$ cat config.mk
export PLATFORM = sky130hd
export DESIGN_NAME = axi_read
export DESIGN_NICKNAME = d
export VERILOG_FILES = /design/src/rtl/banzai_axi_pkg.sv /design/src/rtl/axi_rd_arbiter.sv /design/src/rtl/axi_read.sv
export SDC_FILE = /design/constraint.sdc
export NUM_CORES = 1
export LEC_CHECK = 0
export BUFFER_PORTS_ARGS = -buffer_cell sky130_fd_sc_hd__buf_2
export CAP_MARGIN = 20
export CORE_UTILIZATION = 47
export DETAILED_ROUTE_END_ITERATION = 7
export PLACE_DENSITY_LB_ADDON = 0.25
export SYNTH_ARGS = -nofsm -noshare
export SYNTH_HDL_FRONTEND = slang
export SYNTH_SLANG_ARGS = --single-unit
$ cat constraint.sdc
create_clock -name clk -period 2 [get_ports clk]
set_input_delay 0.3 -clock clk [delete_from_list [all_inputs] [get_ports clk]]
set_output_delay 0.3 -clock clk [all_outputs]
set_load 0.05 [all_outputs]
$ cat src/rtl/banzai_axi_pkg.sv
// Shared types and constants for the AXI-Lite read initiator and its arbiter.
package banzai_axi_pkg;

  typedef enum logic [1:0] {
    IDLE = 2'b00,
    ADDR = 2'b01,
    DATA = 2'b10,
    RESP = 2'b11
  } rd_state_t;

  typedef enum logic {
    GRANT_MAESTRO = 1'b0,
    GRANT_FSM     = 1'b1
  } grant_t;

  localparam logic [1:0] AXI_RESP_OKAY    = 2'b00;
  localparam logic [1:0] AXI_RESP_EXOKAY  = 2'b01;
  localparam logic [1:0] AXI_RESP_SLVERR  = 2'b10;
  localparam logic [1:0] AXI_RESP_DECERR  = 2'b11;

  localparam logic [2:0] AXI_PROT_DEFAULT = 3'b000;

  // SLVERR and DECERR are the two responses that report a failed read.
  function automatic logic resp_is_err(input logic [1:0] resp);
    return (resp == AXI_RESP_SLVERR) || (resp == AXI_RESP_DECERR);
  endfunction

endpackage

$ cat src/rtl/axi_rd_arbiter.sv
// Fixed-priority arbiter between maestro and fsm with a starvation counter
// that forces an fsm grant after FSM_STARVE_MAX back-to-back maestro wins.
module axi_rd_arbiter
  import banzai_axi_pkg::*;
#(
  parameter int FSM_STARVE_MAX = 8
) (
  input  logic clk,
  input  logic rst_n,
  input  logic arb_en,
  input  logic maestro_req,
  input  logic fsm_req,
  output logic grant,
  output logic grant_valid
);

  localparam int CNT_W = $clog2(FSM_STARVE_MAX + 1);
  localparam logic [CNT_W-1:0] STARVE_LIMIT = CNT_W'(FSM_STARVE_MAX);

  logic [CNT_W-1:0] starve;
  logic             force_fsm;

  // Maestro wins by default; fsm wins when alone or once it has waited long enough.
  always_comb begin
    force_fsm   = fsm_req && (starve == STARVE_LIMIT);
    grant       = (force_fsm || !maestro_req) ? GRANT_FSM : GRANT_MAESTRO;
    grant_valid = arb_en && (maestro_req || fsm_req);
  end

  // Count maestro grants that passed over a pending fsm request, saturating at the limit.
  always_ff @(posedge clk or negedge rst_n) begin
    if (!rst_n) begin
      starve <= '0;
    end else if (arb_en) begin
      if (!fsm_req) begin
        starve <= '0;
      end else if (grant == GRANT_FSM) begin
        starve <= '0;
      end else if (starve != STARVE_LIMIT) begin
        starve <= starve + 1'b1;
      end
    end
  end

endmodule

$ cat src/rtl/axi_read.sv
// AXI-Lite read initiator shared by maestro (priority) and fsm requesters.
// One AR/R transaction in flight at a time; results are routed to the owner.
module axi_read
  import banzai_axi_pkg::*;
#(
  parameter int ADDR_W         = 32,
  parameter int DATA_W         = 32,
  parameter int FSM_STARVE_MAX = 8
) (
  input  logic              clk,
  input  logic              rst_n,
  // AXI-Lite read channels
  output logic [ADDR_W-1:0] ar_addr,
  output logic [2:0]        ar_prot,
  output logic              ar_valid,
  input  logic              ar_ready,
  input  logic [DATA_W-1:0] r_data,
  input  logic [1:0]        r_resp,
  input  logic              r_valid,
  output logic              r_ready,
  // maestro requester
  input  logic [ADDR_W-1:0] maestro_adress_i,
  input  logic              maestro_req_i,
  output logic              maestro_ack_o,
  output logic              maestro_valid_o,
  output logic [DATA_W-1:0] maestro_data_o,
  output logic              maestro_err_o,
  // fsm requester
  input  logic [ADDR_W-1:0] fsm_adress_i,
  input  logic              fsm_req_i,
  output logic              fsm_ack_o,
  output logic              fsm_valid_o,
  output logic [DATA_W-1:0] fsm_data_o,
  output logic              fsm_err_o
);

  rd_state_t state;
  rd_state_t state_next;
  grant_t    owner;
  logic      grant;
  logic      grant_valid;
  logic      ar_hs;
  logic      r_hs;

  axi_rd_arbiter #(
    .FSM_STARVE_MAX (FSM_STARVE_MAX)
  ) u_arbiter (
    .clk         (clk),
    .rst_n       (rst_n),
    .arb_en      (state == IDLE),
    .maestro_req (maestro_req_i),
    .fsm_req     (fsm_req_i),
    .grant       (grant),
    .grant_valid (grant_valid)
  );

  assign ar_prot = AXI_PROT_DEFAULT;
  assign ar_hs   = ar_valid && ar_ready;
  assign r_hs    = r_valid && r_ready;

  // State register.
  always_ff @(posedge clk or negedge rst_n) begin
    if (!rst_n) begin
      state <= IDLE;
    end else begin
      state <= state_next;
    end
  end

  // Next-state logic: one address phase, one data phase, one turnaround cycle.
  always_comb begin
    state_next = state;
    case (state)
      IDLE:    if (grant_valid) state_next = ADDR;
      ADDR:    if (ar_hs)       state_next = DATA;
      DATA:    if (r_hs)        state_next = RESP;
      RESP:                     state_next = IDLE;
      default:                  state_next = IDLE;
    endcase
  end

  // AXI handshake signals, owner tracking and the one-cycle ack/valid pulses.
  always_ff @(posedge clk or negedge rst_n) begin
    if (!rst_n) begin
      ar_valid        <= 1'b0;
      ar_addr         <= '0;
      r_ready         <= 1'b0;
      owner           <= GRANT_MAESTRO;
      maestro_ack_o   <= 1'b0;
      fsm_ack_o       <= 1'b0;
      maestro_valid_o <= 1'b0;
      fsm_valid_o     <= 1'b0;
    end else begin
      maestro_ack_o   <= 1'b0;
      fsm_ack_o       <= 1'b0;
      maestro_valid_o <= 1'b0;
      fsm_valid_o     <= 1'b0;
      case (state)
        IDLE: begin
          if (grant_valid) begin
            owner    <= grant_t'(grant);
            ar_valid <= 1'b1;
            if (grant == GRANT_FSM) begin
              ar_addr   <= fsm_adress_i;
              fsm_ack_o <= 1'b1;
            end else begin
              ar_addr       <= maestro_adress_i;
              maestro_ack_o <= 1'b1;
            end
          end
        end
        ADDR: begin
          if (ar_hs) begin
            ar_valid <= 1'b0;
            r_ready  <= 1'b1;
          end
        end
        DATA: begin
          if (r_hs) begin
            r_ready <= 1'b0;
            if (owner == GRANT_FSM) begin
              fsm_valid_o <= 1'b1;
            end else begin
              maestro_valid_o <= 1'b1;
            end
          end
        end
        default: begin
          ar_valid <= 1'b0;
          r_ready  <= 1'b0;
        end
      endcase
    end
  end

  // Capture read data and error status into the owner's output registers only.
  always_ff @(posedge clk or negedge rst_n) begin
    if (!rst_n) begin
      maestro_data_o <= '0;
      maestro_err_o  <= 1'b0;
      fsm_data_o     <= '0;
      fsm_err_o      <= 1'b0;
    end else if ((state == DATA) && r_hs) begin
      if (owner == GRANT_FSM) begin
        fsm_data_o <= r_data;
        fsm_err_o  <= resp_is_err(r_resp);
      end else begin
        maestro_data_o <= r_data;
        maestro_err_o  <= resp_is_err(r_resp);
      end
    end
  end

endmodule

Yosys cells after proc, flatten, opt, wreduce, memory -nomap -nowiden
Cells that the tools add are included.
Word-level totals
  word-level logic and storage cells: 73
  input bits: 104
  output and inout port bits: 107
  register bits: 111
Operators by class
  add/subtract/negate cells: 1
  reduce and logical (&&, ||, !) cells: 17
  muxes and demuxes: 27
  bitwise operators: 3
  equal/unequal tests: 11
Operators by type and width (number)
  $mux 32: 1
  $mux 1: 17
  $mux 4: 3
  $reduce_and 3->1: 3
  $eq 2x2->1 const B: 4
  $pmux 2 s4: 1
  $reduce_and 2->1: 4
  $mux 2: 3
  $ne 2x2->1 const B: 3
  $pmux 1 s3: 2
  $logic_and 1x1->1: 5
  $add 4x1->4 const B: 1
  $eq 4x4->1 const B: 1
  $ne 4x4->1 const B: 1
  $logic_or 1x1->1: 3
  $ne 3x1->1 const B: 1
  $not 1->1: 3
  $eq 2x1->1 const B: 1
  $logic_not 2->1: 1
  $logic_not 1->1: 1

Longest topological paths before layout
  depth after elaboration: 7
  gate-level depth with buffers: 7
  gate-level depth less buffers: 5

By module
From an unflattened synthesis, not the netlist that was laid out.
Second synthesis, totals
  cell total of the unflattened synthesis: 349
  area total of the unflattened synthesis: 4878.4 um^2
By module, submodules not included
  axi_read: times used 1, seq. area each 2677.6 um^2, area each 4631.9 um^2, cells an instance 323
  axi_rd_arbiter: times used 1, seq. area each 100.1 um^2, area each 246.5 um^2, cells an instance 26

Least setup slack after synthesis
No wires, ideal clock.
  path kind: reg2reg
  from: register u_arbiter.starve[0]
  to: register ar_addr[0]
  cell stages (with the launch flop): 8
  arrival: 1.506 ns
  setup time: 0.126 ns
  buffers on the path: 2
  period minus slack after synthesis: 1.632 ns
  setup slack: 0.368 ns
  cell sequence: dfrtp_1 inv_1 ha_1 nand3b_4 o211a_1 buf_2 buf_6 a221o_1
Between the ends
  word-level cells in the longest chain between the ends: 5
Ends and longest elaborated chain
  from (decl): line axi_rd_arbiter.sv:20  | logic [CNT_W-1:0] starve;
  from (signal assigned): line axi_rd_arbiter.sv:40  | starve <= starve + 1'b1;
  $eq 4x4->1: line axi_rd_arbiter.sv:25  | force_fsm = fsm_req && (starve == STARVE_LIMIT);
  $logic_and 1x1->1: line axi_rd_arbiter.sv:25
  $logic_or 1x1->1: line axi_rd_arbiter.sv:26  | grant = (force_fsm || !maestro_req) ? GRANT_FSM : GRANT_MAESTRO;
  $mux 1: line axi_rd_arbiter.sv:26
  $mux 32: line axi_read.sv:103  | if (grant == GRANT_FSM) begin
  to (signal assigned): line axi_read.sv:104  | ar_addr <= fsm_adress_i;
  to (signal assigned): line axi_read.sv:107  | ar_addr <= maestro_adress_i;
  to (decl): line axi_read.sv:13  | output logic [ADDR_W-1:0] ar_addr,
No other way between the ends.
A chain may end at the register's enable or synchronous reset.

Worst setup path in the final report
  from: register state[0]
  to: register state[1]
Between the ends
  word-level cells in the longest chain between the ends: 4
Ends and longest elaborated chain
  from (decl): line axi_read.sv:37  | rd_state_t state;
  from (signal assigned): line axi_read.sv:66  | state <= state_next;
  $logic_not 2->1 *: line axi_read.sv:50  | .arb_en (state == IDLE),
  named net u_arbiter.arb_en: line axi_rd_arbiter.sv:10  | input logic arb_en,
  $logic_and 1x1->1: line axi_rd_arbiter.sv:27  | grant_valid = arb_en && (maestro_req || fsm_req);
  $ne 2x2->1 (no source line)
  $reduce_and 3->1 (no source line)
The timed path passes the listed nets; every way through them passes the cells marked *.

==> reports/results.tsv <==
metric	value	unit
period_share	0.878	
synth_sequential_area_ratio	0.612	
rr_worst_depth	5	
postSynthRegisterBits	111	
first_global_vias	3325	
status	complete, no violations	
synth_edf_count	0	
max-vdd-ir-drop	0.000957	V
worst-endpoint-required	2.26	ns
nFillCells	764	
dpl.hpwl	7760	um
timing.final.hold_violations	0	
route.detailed.vias_per_inst	5.00	
p_leak	3.39	nW
place.gp.congestion	0.828	
post-route-worst-setup-slack	0.245	ns
pin_count_of_the_biggest_net_entering_global_routing	35	
synth.most_common_cell	dfrtp_1	
grt.met1_usage	0.243	
clock-sinks	111	
yosys-top-cells-area	dfrtp_1 61%, mux2_2 15%, a221o_1 7.1%	
cellPowerDensity	1790	nW/um^2
post_synth.cell_area_avg	14.5	sq um
place_worst_setup_slack	0.257	ns
via_count	3292	
criticalPathCategory	reg -> reg	
port-buffer-count	206	
core-area	9280	sq um
crit_end	state[1]$_DFFE_PN0P_	
initial_util	0.489	
arrival	2.01	ns
grt_pass1_wl	16200	um
globalRouteTotalUtil	0.214	
dr.pass1.iters	4	
tns	0	ns
boundaryPins	211	
root_buffer	clkbuf_8	
layout.core_utilization	0.645	
post_synth_most_frequent_cells	111 x dfrtp_1, 59 x mux2_2, 32 x a221o_1, 32 x and2_1, 12 x buf_2	
total_wire_length	10200	um
rrSetupSlack	0.24	ns
worst_setup_path_start_kind	register	
grt_most_used_layer	met2	
cts-buffers-inserted	9	
rsz_0062_raised_after_global_routing	false	
met3_usage	0.0404	
post_route_cells_drive_above_1_share	0.567	
period_needed	1.76	ns
die_h	100	um
yosys_warnings	0	
netlist_instances	313	
setup_failing_eps_final	0	
clock-skew-final	0.0133	ns
synth_top_cell_by_area	dfrtp_1	
netlist_cell_types	40	
finalMaxSlewViolations	0	
yosys.area.top_type_share	0.612	
fraction_of_synthesis_flops_using_an_asynchronous_set_or_reset_pin	1.00	
final_cell_area	5980	sq um
drt-wirelength-per-cell	15.5	um
die_x	100	um
cts_tree	built	
critPathCaptureType	register	
drc	0	
timing.hold.worst_path_depth	2	
grt_overflow_total	0	
postPlaceCellArea	5780	sq um
timing.rr.end	state[1]$_DFFE_PN0P_	
grt_antenna_before_repair	0	
post_cts_resized	0	
num_rows	35	
cts_max_level	3	
synth-main-ff-cell	dfrtp_1	
clockBufferDepth	2	
ant_nets	0	
timing.rr.start	state[0]$_DFFE_PN0P_	
syn_area	4540	sq um
critical_path_peak_fanout	6	
die-area	10100	sq um
clk_latency	0.37	ns
crit_start	state[0]$_DFFE_PN0P_	
diodes	0	
initialDrtViolationCount	77	
worst_hold_path_type	in -> reg	
groute.layer.met2.usage	0.394	
cap_viol_max_count	0	
max_freq	0.570	GHz
clk_transition_reported_paths	0.11	ns
flow.area_growth_from_synthesis	31.9	%
nNetsFinal	633	
[repair_timing]
item                      4_1_cts  5_1_grt
hold buffers                    1        0
buffers inserted                0        0
hold endpoints to repair       27        0
[flip-flops by register name (all words and copies together) (netlist names)]
| register | cells |
|---|---|
| ar_addr | 32 |
| ar_valid | 1 |
| fsm_ack_o | 1 |
| fsm_data_o | 32 |
| fsm_err_o | 1 |
| fsm_valid_o | 1 |
| maestro_ack_o | 1 |
| maestro_data_o | 32 |
| maestro_err_o | 1 |
| maestro_valid_o | 1 |
| owner | 1 |
| r_ready | 1 |
| state | 2 |
| u_arbiter.starve | 4 |
[how the worst min path moves through the flow]
| stage | endpoint | startpoint | slack [ns] |
|---|---|---|---|
| finish | ar_addr[3]$_DFFE_PN0P_ | maestro_adress_i[3] | 0.15 |
| global route | ar_addr[2]$_DFFE_PN0P_ | maestro_adress_i[2] | 0.13 |
| CTS | ar_addr[2]$_DFFE_PN0P_ | maestro_adress_i[2] | 0.13 |
| detailed placement | fsm_data_o[18]$_DFFE_PN0P_ | rst_n | 0.26 |
| global placement | maestro_data_o[18]$_DFFE_PN0P_ | rst_n | 0.26 |
| floorplan | ar_addr[0]$_DFFE_PN0P_ | rst_n | 0.004 |
[cell families (layout without fill, tap and decap cells)]
kind of cell | after synthesis | in the layout | synth area share
buffers and inverters | 34 | 248 | 0.0391
and+or+nand+nor | 45 | 45 | 0.0664
AOI/OAI and AO/OA | 50 | 50 | 0.101
adders and majority gates | 5 | 5 | 0.0138
muxes | 67 | 67 | 0.166
DFF | 111 | 111 | 0.612
other | 1 | 3 | 0.000826
[metal layers]
| layer | part of all wire | up-vias |
|---|---|---|
| li1 | - | 1554 |
| met1 | 0.41 | 1576 |
| met2 | 0.52 | 149 |
| met3 | 0.058 | 13 |
| met4 | 0.016 | 0 |
| met5 | 0 | - |
[cell usage in the layout, fill, tap and decap left out, drive strengths merged, types with 5 or more instances in the layout]
master / n
inv: 15
and2: 32
mux2: 67
clkbuf: 9
a221o: 32
buf: 219
ha: 5
dfrtp: 111
[layout make-up]
type	instances	area [sq um]	share of cell area
multi-input combinational	170	1590	0.266
timing repair buffer	220	1220	0.203
sequential	111	2780	0.464
clock inverter	7	66.3	0.0111
clock buffer	9	124	0.0207
inverter	12	45.0	0.00753
tap	129	161	0.0270
[critical path, stage by stage (launching register included)]
cell      delay (ns)
dfrtp_1         0.39
inv_1           0.07
ha_1            0.29
buf_4           0.19
a221oi_1        0.34
mux2_2          0.38
[power by group]
| group | total (W) | switching [W] | internal, W |
|---|---|---|---|
| logic | 0.00587 | 0.00416 | 0.00171 |
| clock network | 0.00128 | 0.000795 | 0.000482 |
| registers | 0.00356 | 0.000431 | 0.00313 |
[through the flow]
stage | std cells | total power, W | hold slack (ns)
finish | 658 | 0.0107 | 0.149
global route | 658 | 0.0113 | 0.130
CTS | 658 | 0.0108 | 0.129
detailed placement | 641 | 0.00953 | 0.257
global placement | 641 | 0.00940 | 0.256
floorplan | 315 | 0.00804 | 0.00441
Note: power is estimated with default switching activity, not from simulation.
